<file path="config.mk">
export PLATFORM = sky130hd
export DESIGN_NAME = vga_timing_ctrl
export DESIGN_NICKNAME = d
export VERILOG_FILES = /design/src/rtl/vga_timing_ctrl.sv
export SDC_FILE = /design/constraint.sdc
export NUM_CORES = 1
export LEC_CHECK = 0
export CAP_MARGIN = 0
export CORE_ASPECT_RATIO = 1.75
export CORE_MARGIN = 2
export CORE_UTILIZATION = 50
export CTS_BUF_LIST = sky130_fd_sc_hd__clkbuf_8
export DETAILED_ROUTE_END_ITERATION = 6
export PLACE_DENSITY = 0.8
export SETUP_SLACK_MARGIN = 0.05
export SLEW_MARGIN = 20
export SYNTH_ARGS = -nofsm -noshare
export SYNTH_HDL_FRONTEND = slang
export SYNTH_SLANG_ARGS = --single-unit
</file>
<file path="constraint.sdc">
create_clock -name pixel_clk -period 4.2 [get_ports pixel_clk]
set_clock_uncertainty 0.15 [all_clocks]
set_input_delay 0.63 -clock pixel_clk [delete_from_list [all_inputs] [get_ports pixel_clk]]
set_output_delay 0.63 -clock pixel_clk [all_outputs]
set_load 0.02 [all_outputs]
</file>
<file path="src/rtl/vga_timing_ctrl.sv">
// vga_timing_ctrl: master raster sequencer for the display path.
// Divides pixel_clk into a pixel-enable strobe, runs the horizontal and vertical
// counters, and produces syncs, blank, the playfield window flag and frame /
// vblank event pulses. Every decoded output is registered from the next-state
// counter values so it changes on the same edge as hcounter/vcounter.
module vga_timing_ctrl #(
    parameter int unsigned DIV      = 2,
    parameter int unsigned H_ACTIVE = 640,
    parameter int unsigned H_FP     = 16,
    parameter int unsigned H_SYNC   = 96,
    parameter int unsigned H_BP     = 48,
    parameter int unsigned V_ACTIVE = 480,
    parameter int unsigned V_FP     = 10,
    parameter int unsigned V_SYNC   = 2,
    parameter int unsigned V_BP     = 33,
    parameter int unsigned PF_X0    = 192,
    parameter int unsigned PF_X1    = 448,
    parameter int unsigned PF_Y0    = 48,
    parameter int unsigned PF_Y1    = 432
) (
    input  logic        pixel_clk,
    input  logic        reset,
    input  logic        enable,
    output logic        count,
    output logic [10:0] hcounter,
    output logic [10:0] vcounter,
    output logic        hsync,
    output logic        vsync,
    output logic        blank,
    output logic        playfield,
    output logic        frame_start,
    output logic        vblank_start
);

    localparam int unsigned CW = 11;
    localparam int unsigned DW = 4;

    localparam logic [DW-1:0] DIV_LAST = DW'(DIV - 1);

    localparam logic [CW-1:0] H_FP_START = CW'(H_ACTIVE);
    localparam logic [CW-1:0] H_SY_START = CW'(H_ACTIVE + H_FP);
    localparam logic [CW-1:0] H_BP_START = CW'(H_ACTIVE + H_FP + H_SYNC);
    localparam logic [CW-1:0] H_LAST     = CW'(H_ACTIVE + H_FP + H_SYNC + H_BP - 1);

    localparam logic [CW-1:0] V_FP_START = CW'(V_ACTIVE);
    localparam logic [CW-1:0] V_SY_START = CW'(V_ACTIVE + V_FP);
    localparam logic [CW-1:0] V_BP_START = CW'(V_ACTIVE + V_FP + V_SYNC);
    localparam logic [CW-1:0] V_LAST     = CW'(V_ACTIVE + V_FP + V_SYNC + V_BP - 1);

    localparam logic [CW-1:0] PF_X0_C = CW'(PF_X0);
    localparam logic [CW-1:0] PF_X1_C = CW'(PF_X1);
    localparam logic [CW-1:0] PF_Y0_C = CW'(PF_Y0);
    localparam logic [CW-1:0] PF_Y1_C = CW'(PF_Y1);

    typedef enum logic [1:0] {
        PH_ACTIVE = 2'd0,
        PH_FRONT  = 2'd1,
        PH_SYNC   = 2'd2,
        PH_BACK   = 2'd3
    } phase_e;

    logic [DW-1:0] div_q,   div_d;
    logic          count_q, count_d;
    logic [CW-1:0] hcnt_q,  hcnt_d;
    logic [CW-1:0] vcnt_q,  vcnt_d;
    logic          line_wrap;
    phase_e        hph_q,   hph_d;
    phase_e        vph_q,   vph_d;
    logic          hsync_q, hsync_d;
    logic          vsync_q, vsync_d;
    logic          blank_q, blank_d;
    logic          pf_q,    pf_d;
    logic          fs_q,    fs_d;
    logic          vbs_q,   vbs_d;

    // Pixel divider: strobe lags the divider so the first strobe lands DIV cycles after enable.
    always_comb begin
        div_d   = '0;
        count_d = 1'b0;
        if (enable) begin
            div_d   = (div_q == DIV_LAST) ? '0 : div_q + DW'(1);
            count_d = (div_q == DIV_LAST);
        end
    end

    // Raster counters: advance on strobe, park at (0,0) while disabled.
    always_comb begin
        hcnt_d    = hcnt_q;
        vcnt_d    = vcnt_q;
        line_wrap = 1'b0;
        if (!enable) begin
            hcnt_d = '0;
            vcnt_d = '0;
        end else if (count_q) begin
            if (hcnt_q == H_LAST) begin
                hcnt_d    = '0;
                line_wrap = 1'b1;
                vcnt_d    = (vcnt_q == V_LAST) ? '0 : vcnt_q + CW'(1);
            end else begin
                hcnt_d = hcnt_q + CW'(1);
            end
        end
    end

    // Horizontal phase next-state, stepped at the column boundaries.
    always_comb begin
        hph_d = hph_q;
        if (!enable) begin
            hph_d = PH_ACTIVE;
        end else if (count_q) begin
            case (hph_q)
                PH_ACTIVE: if (hcnt_d == H_FP_START) hph_d = PH_FRONT;
                PH_FRONT:  if (hcnt_d == H_SY_START) hph_d = PH_SYNC;
                PH_SYNC:   if (hcnt_d == H_BP_START) hph_d = PH_BACK;
                PH_BACK:   if (hcnt_d == '0)         hph_d = PH_ACTIVE;
                default:                             hph_d = PH_ACTIVE;
            endcase
        end
    end

    // Vertical phase next-state, stepped only on line wrap.
    always_comb begin
        vph_d = vph_q;
        if (!enable) begin
            vph_d = PH_ACTIVE;
        end else if (line_wrap) begin
            case (vph_q)
                PH_ACTIVE: if (vcnt_d == V_FP_START) vph_d = PH_FRONT;
                PH_FRONT:  if (vcnt_d == V_SY_START) vph_d = PH_SYNC;
                PH_SYNC:   if (vcnt_d == V_BP_START) vph_d = PH_BACK;
                PH_BACK:   if (vcnt_d == '0)         vph_d = PH_ACTIVE;
                default:                             vph_d = PH_ACTIVE;
            endcase
        end
    end

    // Decoded outputs from next-state counters/phases for zero skew against the counters.
    always_comb begin
        hsync_d = (hph_d != PH_SYNC);
        vsync_d = (vph_d != PH_SYNC);
        blank_d = 1'b1;
        pf_d    = 1'b0;
        fs_d    = 1'b0;
        vbs_d   = 1'b0;
        if (enable) begin
            blank_d = (hcnt_d >= H_FP_START) || (vcnt_d >= V_FP_START);
            pf_d    = (hcnt_d >= PF_X0_C) && (hcnt_d < PF_X1_C) &&
                      (vcnt_d >= PF_Y0_C) && (vcnt_d < PF_Y1_C);
            fs_d    = count_q && (hcnt_d == '0) && (vcnt_d == '0);
            vbs_d   = count_q && (hcnt_d == '0) && (vcnt_d == V_FP_START);
        end
    end

    // Divider, counters and phase state registers.
    always_ff @(posedge pixel_clk or negedge reset) begin
        if (!reset) begin
            div_q   <= '0;
            count_q <= 1'b0;
            hcnt_q  <= '0;
            vcnt_q  <= '0;
            hph_q   <= PH_ACTIVE;
            vph_q   <= PH_ACTIVE;
        end else begin
            div_q   <= div_d;
            count_q <= count_d;
            hcnt_q  <= hcnt_d;
            vcnt_q  <= vcnt_d;
            hph_q   <= hph_d;
            vph_q   <= vph_d;
        end
    end

    // Registered sync, window and event outputs.
    always_ff @(posedge pixel_clk or negedge reset) begin
        if (!reset) begin
            hsync_q <= 1'b1;
            vsync_q <= 1'b1;
            blank_q <= 1'b1;
            pf_q    <= 1'b0;
            fs_q    <= 1'b0;
            vbs_q   <= 1'b0;
        end else begin
            hsync_q <= hsync_d;
            vsync_q <= vsync_d;
            blank_q <= blank_d;
            pf_q    <= pf_d;
            fs_q    <= fs_d;
            vbs_q   <= vbs_d;
        end
    end

    assign count        = count_q;
    assign hcounter     = hcnt_q;
    assign vcounter     = vcnt_q;
    assign hsync        = hsync_q;
    assign vsync        = vsync_q;
    assign blank        = blank_q;
    assign playfield    = pf_q;
    assign frame_start  = fs_q;
    assign vblank_start = vbs_q;

endmodule

</file>
== Word-level counts from Yosys, hierarchy flattened ==
Cells that the tools add are included.

* Add/sub/neg operators: 3
* Order comparisons: 6
* Equal/unequal tests: 17
* Muxes and demuxes: 31
* Reduce and logical (&&, ||, !) cells: 11

{| class="wikitable"
|+ Operators with widths
! operator !! number
|-
| 11-bit 2-to-1 mux || 7
|-
| 11-bit by 10-bit == test with 1-bit output (second input constant) || 5
|-
| 11-bit by 9-bit == test with 1-bit output (second input constant) || 3
|-
| 2-bit 2-to-1 mux || 12
|-
| 11-bit by 1-bit adder with 11-bit output (second input constant) || 2
|-
| 11-bit zero test || 2
|-
| 11-bit by 9-bit less-than comparator with 1-bit output (second input constant) || 2
|-
| 2-bit case mux with 4 select lines || 2
|-
| 11-bit by 10-bit >= comparator with 1-bit output (second input constant) || 1
|-
| 11-bit by 6-bit >= comparator with 1-bit output (second input constant) || 1
|-
| 11-bit by 8-bit >= comparator with 1-bit output (second input constant) || 1
|-
| 11-bit by 9-bit >= comparator with 1-bit output (second input constant) || 1
|-
| 2-bit == test (second input constant) || 4
|-
| 1-bit 2-to-1 mux || 8
|-
| 4-bit 2-to-1 mux || 2
|-
| 1-bit logical AND || 6
|-
| 4-bit by 1-bit adder with 4-bit output (second input constant) || 1
|-
| 2-bit by 1-bit == test with 1-bit output (second input constant) || 2
|-
| 4-bit by 1-bit == test with 1-bit output (second input constant) || 1
|-
| 2-bit zero test || 2
|-
| 2-bit != test (second input constant) || 2
|-
| 1-bit logical OR || 1
|}

* Register bits after elaboration: 37
* Bits of input ports: 3

== Logic depth before layout (Yosys ltp) ==
* Depth after elaboration: 11
* Gate-level depth with buffers: 11

== Least setup slack after synthesis ==
OpenSTA, ideal clock, no wires.

* Kind: register to register
* Start: register hcnt_q[5], in the netlist hcounter[5]
* End: register vsync_q, in the netlist vsync
* Setup time: 84 ps
* Arrival: 3191 ps
* Required time: 3966 ps
* Slack: 775 ps
* Cell stages (with the launch flop): 11
* Path buffers: 2
* Cell sequence: dfrtp_1 -> or4b_1 -> buf_2 -> or4_4 -> buf_6 -> or3_4 -> a21oi_4 -> nand4_1 -> or4b_1 -> a21oi_2 -> o31ai_1

* Word-level cells in the longest chain between the ends: 10
* Elaborated cells between the ends (all ways): 19
* Classes of those cells: eq/ne: 5; mux: 13; reduce/logical: 1

{| class="wikitable"
|+ RTL lines
! item !! RTL line !! text
|-
| from (decl) || 64 || <nowiki>logic [CW-1:0] hcnt_q, hcnt_d;</nowiki>
|-
| from (signal assigned) || 166 || <nowiki>hcnt_q <= hcnt_d;</nowiki>
|-
| 11-bit by 10-bit == test with 1-bit output * || 95 || <nowiki>if (hcnt_q == H_LAST) begin</nowiki>
|-
| 11-bit 2-to-1 mux * || 95 ||
|-
| 11-bit 2-to-1 mux * || 94 || <nowiki>end else if (count_q) begin</nowiki>
|-
| 11-bit 2-to-1 mux * || 91 || <nowiki>if (!enable) begin</nowiki>
|-
| named net vcnt_d[3] || 65 || <nowiki>logic [CW-1:0] vcnt_q, vcnt_d;</nowiki>
|-
| 11-bit by 9-bit == test with 1-bit output, or another cell as far along || 130 || <nowiki>PH_SYNC: if (vcnt_d == V_BP_START) vph_d = PH_BACK;</nowiki>
|-
| 2-bit 2-to-1 mux (on tied branches) || n/a ||
|-
| 2-bit case mux with 4 select lines * || 127 || <nowiki>case (vph_q)</nowiki>
|-
| 2-bit 2-to-1 mux * || 126 || <nowiki>end else if (line_wrap) begin</nowiki>
|-
| 2-bit 2-to-1 mux * || 124 || <nowiki>if (!enable) begin</nowiki>
|-
| named net vph_d[1] || 68 || <nowiki>phase_e vph_q, vph_d;</nowiki>
|-
| 2-bit != test * || 140 || <nowiki>vsync_d = (vph_d != PH_SYNC);</nowiki>
|-
| named net vsync_d || 70 || <nowiki>logic vsync_q, vsync_d;</nowiki>
|-
| to (signal assigned) || 184 || <nowiki>vsync_q <= vsync_d;</nowiki>
|-
| to (decl) || 70 ||
|}

Mark *: on every way through the listed nets, which the timed path passes. The rest lies on a longest branch.

== Worst setup path after layout ==
* Start: register hcnt_q[0], in the netlist hcounter[0]
* End: register fs_q, in the netlist frame_start

* Word-level cells in the longest chain between the ends: 8
* Elaborated cells between the ends (all ways): 13
* Classes of those cells: add/sub: 1; eq/ne: 1; mux: 7; reduce/logical: 4

{| class="wikitable"
|+ RTL lines
! item !! RTL line !! text
|-
| 11-bit by 1-bit adder with 11-bit output or 11-bit by 10-bit == test with 1-bit output (tied branches) || 100, 95 ||
|-
| 11-bit 2-to-1 mux || 95 ||
|-
| 11-bit 2-to-1 mux || 94 ||
|-
| 11-bit 2-to-1 mux || 91 ||
|-
| 11-bit zero test || 149 || <nowiki>fs_d = count_q && (hcnt_d == '0) && (vcnt_d == '0);</nowiki>
|-
| 1-bit logical AND || 149 ||
|-
| 1-bit logical AND * || 149 ||
|-
| 1-bit 2-to-1 mux * || 145 || <nowiki>if (enable) begin</nowiki>
|-
| named net fs_d || 73 || <nowiki>logic fs_q, fs_d;</nowiki>
|-
| to (signal assigned) || 187 || <nowiki>fs_q <= fs_d;</nowiki>
|-
| to (decl) || 73 ||
|}

Marked as above.

==> out/qor.yml <==
outcome:
  status: "finished, final reports clean"
global_route:
  grt_max_degree: 38
  track_usage_pct: 24.14
  antenna_found_initial: 0
  first_global_vias: 2115
  grt_overflow_total: 0
  grt_pass1_wl_mm: 10.12
drt:
  drtIter0Drc: 62
  postRouteAntennaNets: 0
  drt-pass1-iter-count: 4
  drc: 0
  vias: 2170
  wl_mm: 6.004
  detail_route.wl_per_cell_um: 17.45
  viasPerCell: 6.308
final_layout:
  area_delta_synth_final_pct: 18.80
  fillCellCount: 400
  regArea_um2: 929.6
  layout.cells.non_filler: 344
  drive_gt1_share_pct: 9.932
  multi_input_area_mm2: 0.001333
  layout.nets: 299
  n_antenna_cell: 0
synth:
  syn_inst: 259
  synth.distinct_cells: 63
  synth_edf_count: 0
  synth_top_cell_by_area: "dfrtp_1"
  ys_top_cells_by_area: "dfrtp_1, dfstp_2, nor2_1"
  synth.net_count: 267
  async_reset_ff_share_pct: 100.0
  syn_area_mm2: 0.002376
  syn_avg_cell_area_um2: 9.174
  ys_seq_area_share_pct: 39.13
  yosys_register_bits: 37
  ys_warn_count: 0
  ys.flop_type: "dfrtp_1"
  synth_top_area_share_pct: 35.81
place:
  dp_hpwl_mm: 4.394
  dp_cells: 336
  gp_congestion: 0.9529
  io_buffers: 31
pwr:
  switchingPower_uw: 196.6
  p_comb_share_pct: 10.9
  p_per_area_mw_per_mm2: 256.6
  clkPwrFrac_pct: 37.2
  power.leakage_nw: 1.140
  p_sw_share_pct: 27.13
  pwr-share-seq_pct: 51.9
  p_int_uw: 527.9
  ir_drop_mv: 0.3183
clock_tree:
  cts_root_buf: "clkbuf_8"
  postCtsSetupRepairBufs: 0
  clkSinkCount: 37
  cts_resized: 0
  cts_buffer_depth: 2
  clk_latency_ns: 0.30
  clk_pin_slew_ns: 0.08
  cts_tree: "done"
  cts_inserted_buffers: 5
  hold_buffers: 0
  cts_max_level: 2
sta:
  finalCritPeriodShare_pct: 88.25
  rsz0062_at_grt: "no"
  hold_viol_final: 0
  finalSetupViolCount: 0
  period_needed_ns: 3.706
  fmax_ghz: 0.2698
  fin_tns_setup_ns: 0
  slew_headroom_pct: 43.70
  worst_slew_pin_slew_ns: 0.8445
  maxSlewViolCount: 0
floorplanning:
  die_w_um: 56.11
  rows: 33
  io_pins: 32
  core_area_mm2: 0.004624
  start_util_pct: 51.38
  die_area_mm2: 0.005341
  chipHeight_um: 95.20
worst_setup_path:
  crit_path_end_kind: "register"
  cp-start-kind: "register"
  reg2reg_slack_ns: 0.49
  rr_worst_depth: 8
  r2r-end: "frame_start"
  crit_type: "register to register"
  crit-reg2reg-launch: "hcounter[0]"
  critPathRequiredTime_ns: 4.28
  crit_fanout: 10
  arrival_ns: 3.78
run:
  drv_cap: 0
worst_hold_path:
  min_path_type: "input port to asynchronous set/reset pin"
[per-stage QoR]
stage / total power, mW / worst slack [ns] / cell area [um2] / hold WS [ns] / util, %
global placement: 0.4594 / 0.5722 / 2726 / 0.3303 / 58.96
CTS: 0.7300 / 0.4911 / 2823 / 0.3157 / 61.04
floorplan: 0.4268 / 0.7748 / 2376 / 0.1844 / -
global route: 0.7521 / 0.1990 / 2823 / 0.3456 / 61.04
detailed placement: 0.4612 / 0.5211 / 2726 / 0.3423 / 58.96
finish: 0.7244 / 0.4936 / 2823 / 0.2785 / 61.04
[synthesized netlist by cell type, drive strengths merged (3+ instances only)]
library cell  instances
nor3                 10
o21a                  3
inv                  19
o211ai                3
dfstp                 3
clkbuf                6
xnor2                 8
ha                    5
nand2b                6
o31a                  4
nand2                14
a31oi                 5
a21oi                10
or3                   3
or4                   4
nor4                 11
or4b                  3
buf                   3
dfrtp                34
and3                  5
o41ai                 4
and2                  3
nand3                12
xor2                  7
nand3b                4
o21ai                 8
o31ai                 4
nand4                 8
nor2                 20
[worst max path at each step]
stage,start,end,slack [ns]
floorplan,hcounter[5],vsync,0.77
global placement,hcounter[6],frame_start,0.57
detailed placement,hcounter[0],hsync,0.52
CTS,hcounter[0],hsync,0.49
global route,hcounter[0],frame_start,0.20
finish,hcounter[0],frame_start,0.49
[kinds of logic after synthesis]
family | synth area share [%]
muxes | 1.790
buffers and inverters | 4.792
and+or+nand+nor | 28.38
adders and majority gates | 2.633
xor gates and xnor gates | 5.529
DFF | 39.13
AOI/OAI and AO/OA | 17.75
[registers in the layout, indices dropped and copies added (netlist names)]
name / flops
div_q: 4
vph_q: 2
vcounter: 11
hcounter: 11
hsync: 1
playfield: 1
vsync: 1
frame_start: 1
vblank_start: 1
count: 1
hph_q: 2
blank: 1
[final cells by class]
| type | instances | share of cell area [%] |
|---|---|---|
| Clock buffer | 6 | 2.926 |
| Clock inverter | 2 | 0.4876 |
| Inverter | 19 | 2.527 |
| Multi-Input combinational cell | 194 | 47.21 |
| Sequential cell | 37 | 32.93 |
| Tap cell | 52 | 2.305 |
| Timing Repair Buffer | 34 | 11.61 |
[layer usage]
layer	wire (um)	vias up	global-route usage (%)
met2	3303	66	44.90
met4	227	0	11.71
met1	2244	1058	26.61
met5	0	-	0
li1	-	1025	-
met3	228	21	3.256
[power by group through the flow]
stage	Sequential [mW]	Combinational, mW	Clock [mW]
6_report	0.376	0.0791	0.270
5_1_grt	0.377	0.0872	0.288
4_1_cts	0.375	0.0795	0.275
3_5_place_dp	0.382	0.0790	0
3_3_place_gp	0.382	0.0775	0
2_1_floorplan	0.386	0.0404	0
[critical path, stage by stage, from the launching register on]
cell      delay (ns)
dfrtp_1         0.47
ha_1            0.26
nand4_1         0.38
o41ai_2         0.82
o21bai_1        0.25
nand2b_1        0.10
or4b_2          0.69
nor4_1          0.32
nor2b_1         0.19
[cells in the final DEF, fill, tap and decap left out, drive strengths merged, types with 5 or more instances in the layout]
master / instances
xor2: 7
dfrtp: 34
nor2: 20
inv: 19
and3: 5
o21ai: 8
nand4: 8
nor4: 11
nand2: 14
a31oi: 5
clkbuf: 6
nand2b: 6
nand3: 12
a21oi: 10
ha: 5
nor3: 10
xnor2: 8
clkdlybuf4s50: 30
Power figures use the tool's default switching activity.
